--- src/rtl/mult_booth_if.sv ---
// mult_booth_if
//   Request/result bundle between the datapath control and the Booth
//   multiplier.
//   master : drives start/a_in/b_in, observes busy/done/hi/lo
//   slave  : the multiplier side
//   start  - request a multiply (honoured only while the multiplier is idle)
//   a_in   - multiplicand, signed two's complement
//   b_in   - multiplier, signed two's complement
//   busy   - operation in progress (RUN or DONE)
//   done   - one-cycle completion pulse; hi/lo valid from this cycle
//   hi/lo  - upper/lower half of the signed 2*WIDTH-bit product
interface mult_booth_if #(
  parameter int WIDTH = 32
);
  logic             start;
  logic [WIDTH-1:0] a_in;
  logic [WIDTH-1:0] b_in;
  logic             busy;
  logic             done;
  logic [WIDTH-1:0] hi;
  logic [WIDTH-1:0] lo;

  modport master (
    output start, a_in, b_in,
    input  busy, done, hi, lo
  );

  modport slave (
    input  start, a_in, b_in,
    output busy, done, hi, lo
  );
endinterface

--- src/rtl/mult_booth.sv ---
// mult_booth
//   Sequential signed WIDTH x WIDTH -> 2*WIDTH multiplier, radix-2 Booth.
//   One Booth step per clock; WIDTH steps per product.
//   Ports:
//     clk     - clock, all state on the rising edge
//     reset_n - asynchronous active-low reset
//     bus     - mult_booth_if slave (start, a_in, b_in, busy, done, hi, lo)
//   Timing: start sampled at edge E0, done high in the cycle after edge
//   E0+WIDTH, then back to IDLE. hi/lo hold until the next completion.
module mult_booth #(
  parameter int WIDTH = 32
) (
  input  logic         clk,
  input  logic         reset_n,
  mult_booth_if.slave  bus
);

  localparam int CW = $clog2(WIDTH) + 1;

  typedef enum logic [1:0] {
    IDLE = 2'd0,
    RUN  = 2'd1,
    DONE = 2'd2
  } state_t;

  state_t           state_reg;
  state_t           state_next;

  logic [WIDTH-1:0] m_reg;
  logic [WIDTH-1:0] q_reg;
  logic [WIDTH:0]   acc_reg;    // one guard bit so M = -2^(WIDTH-1) cannot overflow
  logic             qm1_reg;
  logic [CW-1:0]    count_reg;
  logic [WIDTH-1:0] hi_reg;
  logic [WIDTH-1:0] lo_reg;

  logic [WIDTH:0]   m_ext;
  logic [WIDTH:0]   sum;
  logic [WIDTH:0]   acc_shift;
  logic [WIDTH-1:0] q_shift;
  logic             last_step;

  // Booth step: add/subtract sign-extended M according to {Q[0], q_m1}.
  assign m_ext = {m_reg[WIDTH-1], m_reg};

  always_comb begin
    sum = acc_reg;
    case ({q_reg[0], qm1_reg})
      2'b01:   sum = acc_reg + m_ext;
      2'b10:   sum = acc_reg - m_ext;
      default: sum = acc_reg;
    endcase
  end

  // Arithmetic right shift of {ACC, Q, q_m1}; ACC MSB replicated.
  assign acc_shift = {sum[WIDTH], sum[WIDTH:1]};
  assign q_shift   = {sum[0], q_reg[WIDTH-1:1]};

  assign last_step = (count_reg == CW'(WIDTH - 1));

  // State register
  always_ff @(posedge clk or negedge reset_n) begin
    if (!reset_n) begin
      state_reg <= IDLE;
    end else begin
      state_reg <= state_next;
    end
  end

  // Next-state logic; start outside IDLE is simply not looked at
  always_comb begin
    state_next = state_reg;
    case (state_reg)
      IDLE:    if (bus.start) state_next = RUN;
      RUN:     if (last_step) state_next = DONE;
      DONE:    state_next = IDLE;
      default: state_next = IDLE;
    endcase
  end

  // Datapath
  always_ff @(posedge clk or negedge reset_n) begin
    if (!reset_n) begin
      m_reg     <= '0;
      q_reg     <= '0;
      acc_reg   <= '0;
      qm1_reg   <= 1'b0;
      count_reg <= '0;
      hi_reg    <= '0;
      lo_reg    <= '0;
    end else begin
      case (state_reg)
        IDLE: begin
          if (bus.start) begin
            m_reg     <= bus.a_in;
            q_reg     <= bus.b_in;
            acc_reg   <= '0;
            qm1_reg   <= 1'b0;
            count_reg <= '0;
          end
        end
        RUN: begin
          acc_reg   <= acc_shift;
          q_reg     <= q_shift;
          qm1_reg   <= q_reg[0];
          count_reg <= count_reg + CW'(1);
          // Final step: product is {ACC[WIDTH-1:0], Q} after this shift
          if (last_step) begin
            hi_reg <= acc_shift[WIDTH-1:0];
            lo_reg <= q_shift;
          end
        end
        default: ;
      endcase
    end
  end

  assign bus.busy = (state_reg == RUN) || (state_reg == DONE);
  assign bus.done = (state_reg == DONE);
  assign bus.hi   = hi_reg;
  assign bus.lo   = lo_reg;

endmodule
--- src/flat_wrapper.sv ---
// flat-port wrapper written by rule: the top's interface ports become plain ports
module mult_booth_flat 
#(
  parameter int WIDTH = 32
)
  (clk, reset_n, bus_start, bus_a_in, bus_b_in, bus_busy, bus_done, bus_hi, bus_lo);
  mult_booth_if #(.WIDTH(WIDTH)) bus_i ();
  input  logic clk;
  input  logic reset_n;
  input wire logic [$bits(bus_i.start)-1:0] bus_start;
  input wire logic [$bits(bus_i.a_in)-1:0] bus_a_in;
  input wire logic [$bits(bus_i.b_in)-1:0] bus_b_in;
  output wire logic [$bits(bus_i.busy)-1:0] bus_busy;
  output wire logic [$bits(bus_i.done)-1:0] bus_done;
  output wire logic [$bits(bus_i.hi)-1:0] bus_hi;
  output wire logic [$bits(bus_i.lo)-1:0] bus_lo;
  assign bus_i.start = bus_start;
  assign bus_i.a_in = bus_a_in;
  assign bus_i.b_in = bus_b_in;
  assign bus_busy = bus_i.busy;
  assign bus_done = bus_i.done;
  assign bus_hi = bus_i.hi;
  assign bus_lo = bus_i.lo;
  mult_booth #(.WIDTH(WIDTH)) u_core (.clk(clk), .reset_n(reset_n), .bus(bus_i));
endmodule
--- config.mk ---
export PLATFORM = sky130hd
export DESIGN_NAME = mult_booth_flat
export DESIGN_NICKNAME = d
export VERILOG_FILES = /design/src/rtl/mult_booth_if.sv /design/src/rtl/mult_booth.sv /design/src/flat_wrapper.sv
export SDC_FILE = /design/constraint.sdc
export NUM_CORES = 1
export LEC_CHECK = 0
export ABC_AREA = 0
export BUFFER_PORTS_ARGS = -buffer_cell sky130_fd_sc_hd__buf_2
export CORE_MARGIN = 4
export CORE_UTILIZATION = 25
export DETAILED_ROUTE_END_ITERATION = 6
export GPL_ROUTABILITY_DRIVEN = 0
export PLACE_DENSITY = 0.4
export SETUP_SLACK_MARGIN = 0.5
export SYNTH_ARGS = -nofsm -noshare
export SYNTH_HDL_FRONTEND = slang
export SYNTH_SLANG_ARGS = --single-unit
--- constraint.sdc ---
create_clock -name clk -period 4.55 [get_ports clk]
set_input_delay 0.2275 -clock clk [delete_from_list [all_inputs] [get_ports clk]]
set_output_delay 0.2275 -clock clk [all_outputs]
set_load 0.05 [all_outputs]
# Word level (Yosys, flattened, before mapping)
# Index checks and enable logic that the tools add are counted.
# totals
reg_bits	170
input_bits	67
word_cells	37
out_inout_bits	66
# op_classes
addsub	3
eq_ne	7
n_reduce_logical	7
muxes	12
# op_table
operator	count
one-hot mux 33 bit (2 select lines)	2
one-hot mux 32 bit (2 select lines)	1
adder 33 bit	1
two-way mux 33 bit	1
subtractor 33 bit	1
two-way mux 32 bit	1
one-hot mux 6 bit (2 select lines)	1
AND reduction 2 bit	4
adder 6 x 1 -> 6 bit, second input constant	1
== test 6 x 5 -> 1 bit, second input constant	1
two-way mux 6 bit	1
== test 2 x 1 -> 1 bit, second input constant	2
== test 2 bit, second input constant	2
two-way mux 2 bit	2
one-hot mux 2 bit (2 select lines)	1
logical NOT 2 bit	1
!= test 2 x 1 -> 1 bit, second input constant	1
!= test 2 bit, second input constant	1
one-hot mux 1 bit (2 select lines)	1
nonzero test 2 bit	1
logical OR 1 bit	1
two-way mux 1 bit	1

# Longest topological paths before layout
# Gate-level depths: netlist of the first run.
# depth
word_depth	3
depth_mapped	20
depth_no_buf	19

# Least setup slack after synthesis of the first run
# Ideal clock, no wire load.
# synth_timing
kind	register -> register
startpoint	register u_core.m_reg[3]
endpoint	register u_core.acc_reg[31]
setup_slack_ns	0.453
required_ns	4.429
stages_incl_launch_ff	19
setup_time_ns	0.121
period_less_slack_ns	4.097
n_path_buf	1
arrival_time_ns	3.976
path_cell_list	dfrtp_1 -> or3_4 -> or3_4 -> nor4_4 -> and3_1 -> nand2_1 -> nor2_1 -> and2b_1 -> a21oi_1 -> xnor2_1 -> ha_1 -> clkbuf_1 -> and4_1 -> and3_1 -> a2111o_1 -> and3_1 -> nor3_4 -> o21ai_1 -> a22o_1
# synth_via
elab_chain_cells	3
elab_cells_between_ends	4
cone_classes	add/sub (2); mux (2)
# synth_lines
element	line	rtl
start: declaration	mult_booth.sv:29	logic [WIDTH-1:0] m_reg;
start signal: assignment	mult_booth.sv:95	m_reg <= bus.a_in;
subtractor 33 bit or adder 33 bit (tied branches)	mult_booth.sv:50, mult_booth.sv:49	
one-hot mux 33 bit (2 select lines) (*)	mult_booth.sv:48	case ({q_reg[0], qm1_reg})
one-hot mux 33 bit (2 select lines) (*)	mult_booth.sv:92	case (state_reg)
end signal: assignment	mult_booth.sv:103	acc_reg <= acc_shift;
end: declaration	mult_booth.sv:31	logic [WIDTH:0] acc_reg;
# Mark *: on every way between the ends. The rest lies on a longest branch, timed or not.
# A chain may end at the register's enable or synchronous reset.

# Worst setup path in the final report of the first run
# layout_timing
startpoint	register u_core.m_reg[4]
endpoint	register u_core.acc_reg[31]
# The elaborated chain is that of the path after synthesis.

==> results.cfg, run 1 <==
[yosys]
synth-seq-cells = 169
synth_xor_area_share_pct = 5.723
yosys.area.top_type = dfrtp_1
muxShareOfSynthArea_pct = 13.22
synth_simple_gate_area_share_pct = 12.44
synth_area_leaders = dfrtp_1, mux2_2, ha_1
syn_area_per_cell_um2 = 9.963
synth_top_family_by_area = compound AO/OA/AOI/OAI gates
synth_cells = 937
ys.flop_type = dfrtp_1
ys_types = 58
synth_top_area_share_pct = 45.30
synth_fa_ha_area_share_pct = 5.308
yosys_warnings = 0
synth-edff-count = 0
synth-compound-area-share_pct = 15.27
synthArstFlopShare_pct = 100.0
syn-num-nets = 1043
synth-seq-area-share_pct = 45.30
syn_area_um2 = 9335

[detailed_routing]
ant_nets = 0
first_iter_violations = 346
vias = 7460
wl_per_cell_um = 16.74
wl_um = 26920
avgViaCountPerCell = 4.639
drtPass1Iterations = 5
drc = 0

[sta]
skew_ns = 0.01565
fin_ws_ns = 0.3309
drv_slew = 0
finalHoldViolCount = 0
min_period_ns = 4.219
setup_violations = 0
fin_crit_sh_pct = 92.73
max_freq_mhz = 237.0
fin_tns_setup_ns = 0
tightestPinTransition_ns = 0.8602
relSlewSlack_pct = 42.05
rsz0062_at_grt = true

[clock_tree]
path_clk_slew_ns = 0.07
insertion_delay_ns = 0.45
cts_tree = built
clkSinkCount = 169
clockRootBuffer = clkbuf_16
htreeDepth = 4
clk_path_buf_depth = 2
cts_made_buffers = 17

[pwr]
swShare_pct = 45.71
intPower_mw = 5.668
switchingPower_mw = 4.773
clkPwrFrac_pct = 14.1
comb_power_share_pct = 63.2
cellLeakagePower_nw = 5.814
ir_drop_uv = 367.8
p_per_area_nw_per_um2 = 855.6
pwr-share-seq_pct = 22.6

[finish]
area_growth_pct = 30.73
n_antenna_cell = 0
final_common_cell = dfrtp_1
nFillCells = 3758
stdcell_count = 1608
final_net_count = 1233
drive_above_1_share_pct = 34.74
most-common-layout-cells = dfrtp_1, buf_2, nand2_1

[worst_setup_path]
cp.required_ns = 4.89
start_kind = register
worst-r2r-cell-count = 17
timing.rr.start = u_core.m_reg[4]
cp.arrival_ns = 4.56
path_max_fanout = 5
rrSetupSlack_ns = 0.33
cp-end-kind = register
rr_endpoint = u_core.acc_reg[31]
criticalPathCategory = register to register

[placement]
dp_slack_ns = 0.05651
dp_hpwl_um = 18810
dpl.cell_count = 1512
portBuffers = 132

[min_path]
hold_path.class = input port to register
worstHoldEndpoint = u_core.m_reg[3]
worstHoldStart = bus_a_in[3]
whs_path_depth = 2

[global_routing]
track_usage_pct = 13.47
grt_pass1_vias = 7882
grt_remaining_overflow = 0
grt_max_degree = 83
antenna_found_initial = 1
grt_first_pass_wirelength_um = 44220

[floorplanning]
rows = 70
die_x_um = 201.2
fp.dieArea_um2 = 40500
coreArea_um2 = 36700
initial_core_util_pct = 25.44
io_pins = 133
die_h_um = 201.2

[flow_run]
drv_cap = 0

[status]
status = finished clean
-- synth_stat cells, types with 2 or more instances --
master and number:
mux2_2 74, xor2_1 16, nor4_4 3, ha_1 38, or3_4 2, nand2_1 117, a211oi_1 2, nor2_1 60
nor3b_1 4, a31oi_1 9, nor2b_1 2, and3_1 7, dfrtp_1 169, o21ai_0 78, and2_1 5, a41oi_1 2
xnor2_1 45, a22o_1 11, o21ai_1 15, or3_1 3, a21o_1 21, o41ai_1 2, buf_1 4, o22ai_1 2
o21bai_1 3, inv_1 21, clkbuf_1 40, nor3_1 23, o211ai_1 7, a21oi_1 67, o31ai_1 5, nor4_1 3
nand4_1 6, mux2i_1 40, nand2b_1 6, nand3_1 2, a21boi_1 2
-- area by class of cell --
type	instances	area, um^2	share of cell area, %
Clock buffer	19	442.9	3.629
Clock inverter	13	135.1	1.107
Sequential cell	169	4229	34.65
Inverter	21	78.83	0.6459
Tap cell	468	585.6	4.798
Timing Repair Buffer	217	1401	11.48
Multi-Input combinational cell	701	5331	43.68
-- logic make-up after synthesis --
logic type	count (synthesis)
AND/OR/NAND/NOR	249
XOR/XNOR	61
flip-flops	169
multiplexers	114
AO/OA/AOI/OAI	238
buffers and inverters	67
adder cells (fa/ha/maj)	39
-- layer usage --
| metal | up-vias | global-route usage [%] | share of wire, % | wire length (um) |
|---|---|---|---|---|
| li1 | 3698 | - | - | - |
| met1 | 3645 | 18.82 | 50 | 13350 |
| met2 | 88 | 21.01 | 46 | 12280 |
| met3 | 27 | 2.901 | 3.1 | 846 |
| met4 | 2 | 4.077 | 1.6 | 440 |
| met5 | - | 0 | 0.048 | 13 |
-- how the worst max path moves through the flow --
| stage | startpoint | end | slack, ns | cells after the start |
|---|---|---|---|---|
| floorplan | u_core.m_reg[3] | u_core.acc_reg[31] | 0.47 | 18 |
| global placement | u_core.m_reg[3] | u_core.acc_reg[31] | 0.14 | 19 |
| detailed placement | u_core.m_reg[3] | u_core.acc_reg[31] | 0.06 | 19 |
| CTS | u_core.m_reg[4] | u_core.acc_reg[31] | 0.19 | 19 |
| global route | u_core.m_reg[3] | u_core.acc_reg[31] | 0.20 | 17 |
| finish | u_core.m_reg[4] | u_core.acc_reg[31] | 0.33 | 17 |
-- timing repair --
action,4_1_cts,5_1_grt
pin swaps,42,44
gates resized for setup,70,47
hold buffers,19,0
setup buffers,30,15
setup endpoints to repair,27,34
endpoints found under the hold margin,98,0
-- critical path, stage by stage (launching register included) --
cell	delay (ns)
dfrtp_1	0.38
or3_4	0.39
or3_4	0.35
nor4_4	0.29
and3_4	0.30
buf_6	0.11
nor2_2	0.03
xnor2_1	0.14
ha_1	0.34
a21o_1	0.20
o21bai_4	0.18
o31ai_2	0.24
a31oi_2	0.08
a2111o_1	0.46
and3_4	0.17
nor3_4	0.16
o21ai_1	0.08
a22o_1	0.21
-- power by group through the flow --
| stage | Sequential (mW) | Clock (mW) | Combinational, mW |
|---|---|---|---|
| 6_report | 2.36 | 1.48 | 6.60 |
| 5_1_grt | 2.43 | 1.60 | 7.34 |
| 4_1_cts | 2.36 | 1.54 | 6.13 |
| 3_5_place_dp | 2.38 | 0 | 5.35 |
| 3_3_place_gp | 2.39 | 0 | 5.36 |
| 2_1_floorplan | 2.25 | 0 | 4.03 |
-- stage by stage --
stage / area (um^2) / hold WS [ns] / total power, mW / util [%]
global route: 12200 / 0.006539 / 11.37 / 33.26
global placement: 10600 / 0.3541 / 7.750 / 28.87
floorplan: 9340 / -0.06809 / 6.288 / -
finish: 12200 / 0.01955 / 10.44 / 33.26
detailed placement: 10600 / 0.3551 / 7.735 / 28.87
CTS: 11870 / 0.00002851 / 10.02 / 32.36
Power figures use the tool's default switching activity.
==> inputs of run 2 (changes only) <==
==> constraint.sdc (replaced) <==
create_clock -name clk -period 4.55 [get_ports clk]
set_input_delay 0.455 -clock clk [delete_from_list [all_inputs] [get_ports clk]]
set_output_delay 0.455 -clock clk [all_outputs]
set_load 0.05 [all_outputs]
==> results.cfg, run 2 (synthesized netlist as in run 1, its figures left out) <==
[global_routing]
grt_first_pass_wirelength_um = 43340
antenna_found_initial = 1
grt_max_degree = 87
grt_remaining_overflow = 0
grt_pass1_vias = 7627
track_usage_pct = 13.29

[sta]
skew_ns = 0.01183
max_freq_mhz = 238.5
tightestPinTransition_ns = 0.8465
fin_crit_sh_pct = 92.16
fin_ws_ns = 0.3568
fin_tns_setup_ns = 0
setup_violations = 0
relSlewSlack_pct = 43.56
min_period_ns = 4.193
rsz0062_at_grt = true
drv_slew = 0
finalHoldViolCount = 0

[flow_run]
drv_cap = 0

[worst_setup_path]
start_kind = register
crit_buf_inv = 3
critPathMaxStageDelay_ns = 0.46
timing.rr.start = u_core.m_reg[4]
crit_family = simple AND/OR/NAND/NOR gates
path_max_fanout = 6
cp.required_ns = 4.89
cp.arrival_ns = 4.53
cp_cell_sequence = or3_4 > or3_4 > nor4_4 > and3_4 > buf_6 > a21oi_2 > xnor2_1 > ha_1 > a21oi_2 > buf_4 > buf_6 > o211ai_1 > o31ai_4 > a31oi_2 > a2111o_1 > and3_4 > nor3_4 > o21ai_1 > a22o_1
rrSetupSlack_ns = 0.36
worst-r2r-cell-count = 19
criticalPathCategory = register to register
cp-end-kind = register
cp_slowest_cell = a2111o_1
rr_endpoint = u_core.acc_reg[31]

[finish]
drive_above_1_share_pct = 33.03
utilization_pct = 32.23
area_growth_pct = 26.71
final_common_cell = dfrtp_1
most-common-layout-cells = dfrtp_1, buf_2, nand2_1
nFillCells = 3823
n_antenna_cell = 0
seq_area_um2 = 4229
multi_input_area_um2 = 5211
final_net_count = 1205

[min_path]
hold_path.class = input port to asynchronous set/reset pin

[clock_tree]
clkSinkCount = 169
clockRootBuffer = clkbuf_16
cts_made_buffers = 17
insertion_delay_ns = 0.45
clk_path_buf_depth = 2
ctsHoldBuffers = 0
htreeDepth = 4
path_clk_slew_ns = 0.07
cts_tree = built

[status]
status = finished clean

[floorplanning]
fp.dieArea_um2 = 40500
die_x_um = 201.2
io_pins = 133
rows = 70
coreArea_um2 = 36700
die_h_um = 201.2
initial_core_util_pct = 25.44

[pwr]
cellLeakagePower_nw = 5.625
p_per_area_nw_per_um2 = 864.2
power.total_mw = 10.22
ir_drop_uv = 357.6

[detailed_routing]
drtPass1Iterations = 4
drc = 0
ant_nets = 0
wl_per_cell_um = 16.72
vias = 7253
wl_um = 26410
first_iter_violations = 280
avgViaCountPerCell = 4.593

[placement]
dp_slack_ns = 0.1038
portBuffers = 132
dp_hpwl_um = 18530
-- run 2: cell count changes in the layout (fill, tap and decap cells not counted), moves of 3 or more --
| cell | delta |
|---|---|
| a21oi_1 | +6 |
| a21oi_4 | -4 |
| buf_4 | -6 |
| buf_6 | -4 |
| dlygate4sd3_1 | -19 |
| ha_1 | +3 |
| inv_8 | -3 |
| nand2_1 | +4 |
| nor3_1 | +3 |
| nor3_2 | -3 |
-- run 2: worst max path at each step --
stage                          startpoint            endpoint  slack [ns]  depth (start not counted)
after floorplan           u_core.m_reg[3]  u_core.acc_reg[31]        0.47                         18
after global placement    u_core.m_reg[3]  u_core.acc_reg[31]        0.20                         17
after global routing      u_core.m_reg[4]  u_core.acc_reg[31]         0.1                         19
after detailed placement  u_core.m_reg[3]  u_core.acc_reg[31]        0.10                         17
after CTS                 u_core.m_reg[4]  u_core.acc_reg[31]        0.16                         17
final                     u_core.m_reg[4]  u_core.acc_reg[31]        0.36                         19
-- run 2: timing repair --
action                                  CTS  global route
resized for setup                        44            43
endpoints found under the setup margin   26            36
hold endpoints to repair                  0             0
pin swaps                                26            35
setup buffers                            25            11
-- run 2: cell type report --
| type | count | share of cell area [%] |
|---|---|---|
| Multi-Input combinational cell | 701 | 44.06 |
| Sequential cell | 169 | 35.75 |
| Timing Repair Buffer | 189 | 9.647 |
| Tap cell | 468 | 4.950 |
| Clock buffer | 20 | 3.776 |
| Clock inverter | 11 | 1.153 |
| Inverter | 21 | 0.6664 |
-- run 2: per-stage QoR --
step,instances,instance area [um^2],hold slack [ns]
finish,1579,11830,0.08885
global route,1579,11830,0.1493
CTS,1568,11580,0.1143
detailed placement,1512,10610,0.4645
global placement,1512,10610,0.4626
floorplan,937,9340,0.1594
-- run 2: per-layer routing --
layer  share of wire [%]  vias up  GRT usage [%]
li1                    -     3639              -
met1                  49     3510          18.26
met2                  46       87          20.95
met3                 3.9       15          3.368
met4                 1.1        2          3.564
met5               0.049        -              0
-- run 2: power breakdown --
part | internal [mW] | switching (mW) | leakage [nW]
clock | 0.832 | 0.669 | 0.284
combinational | 2.84 | 3.53 | 3.14
sequential | 1.92 | 0.427 | 2.20
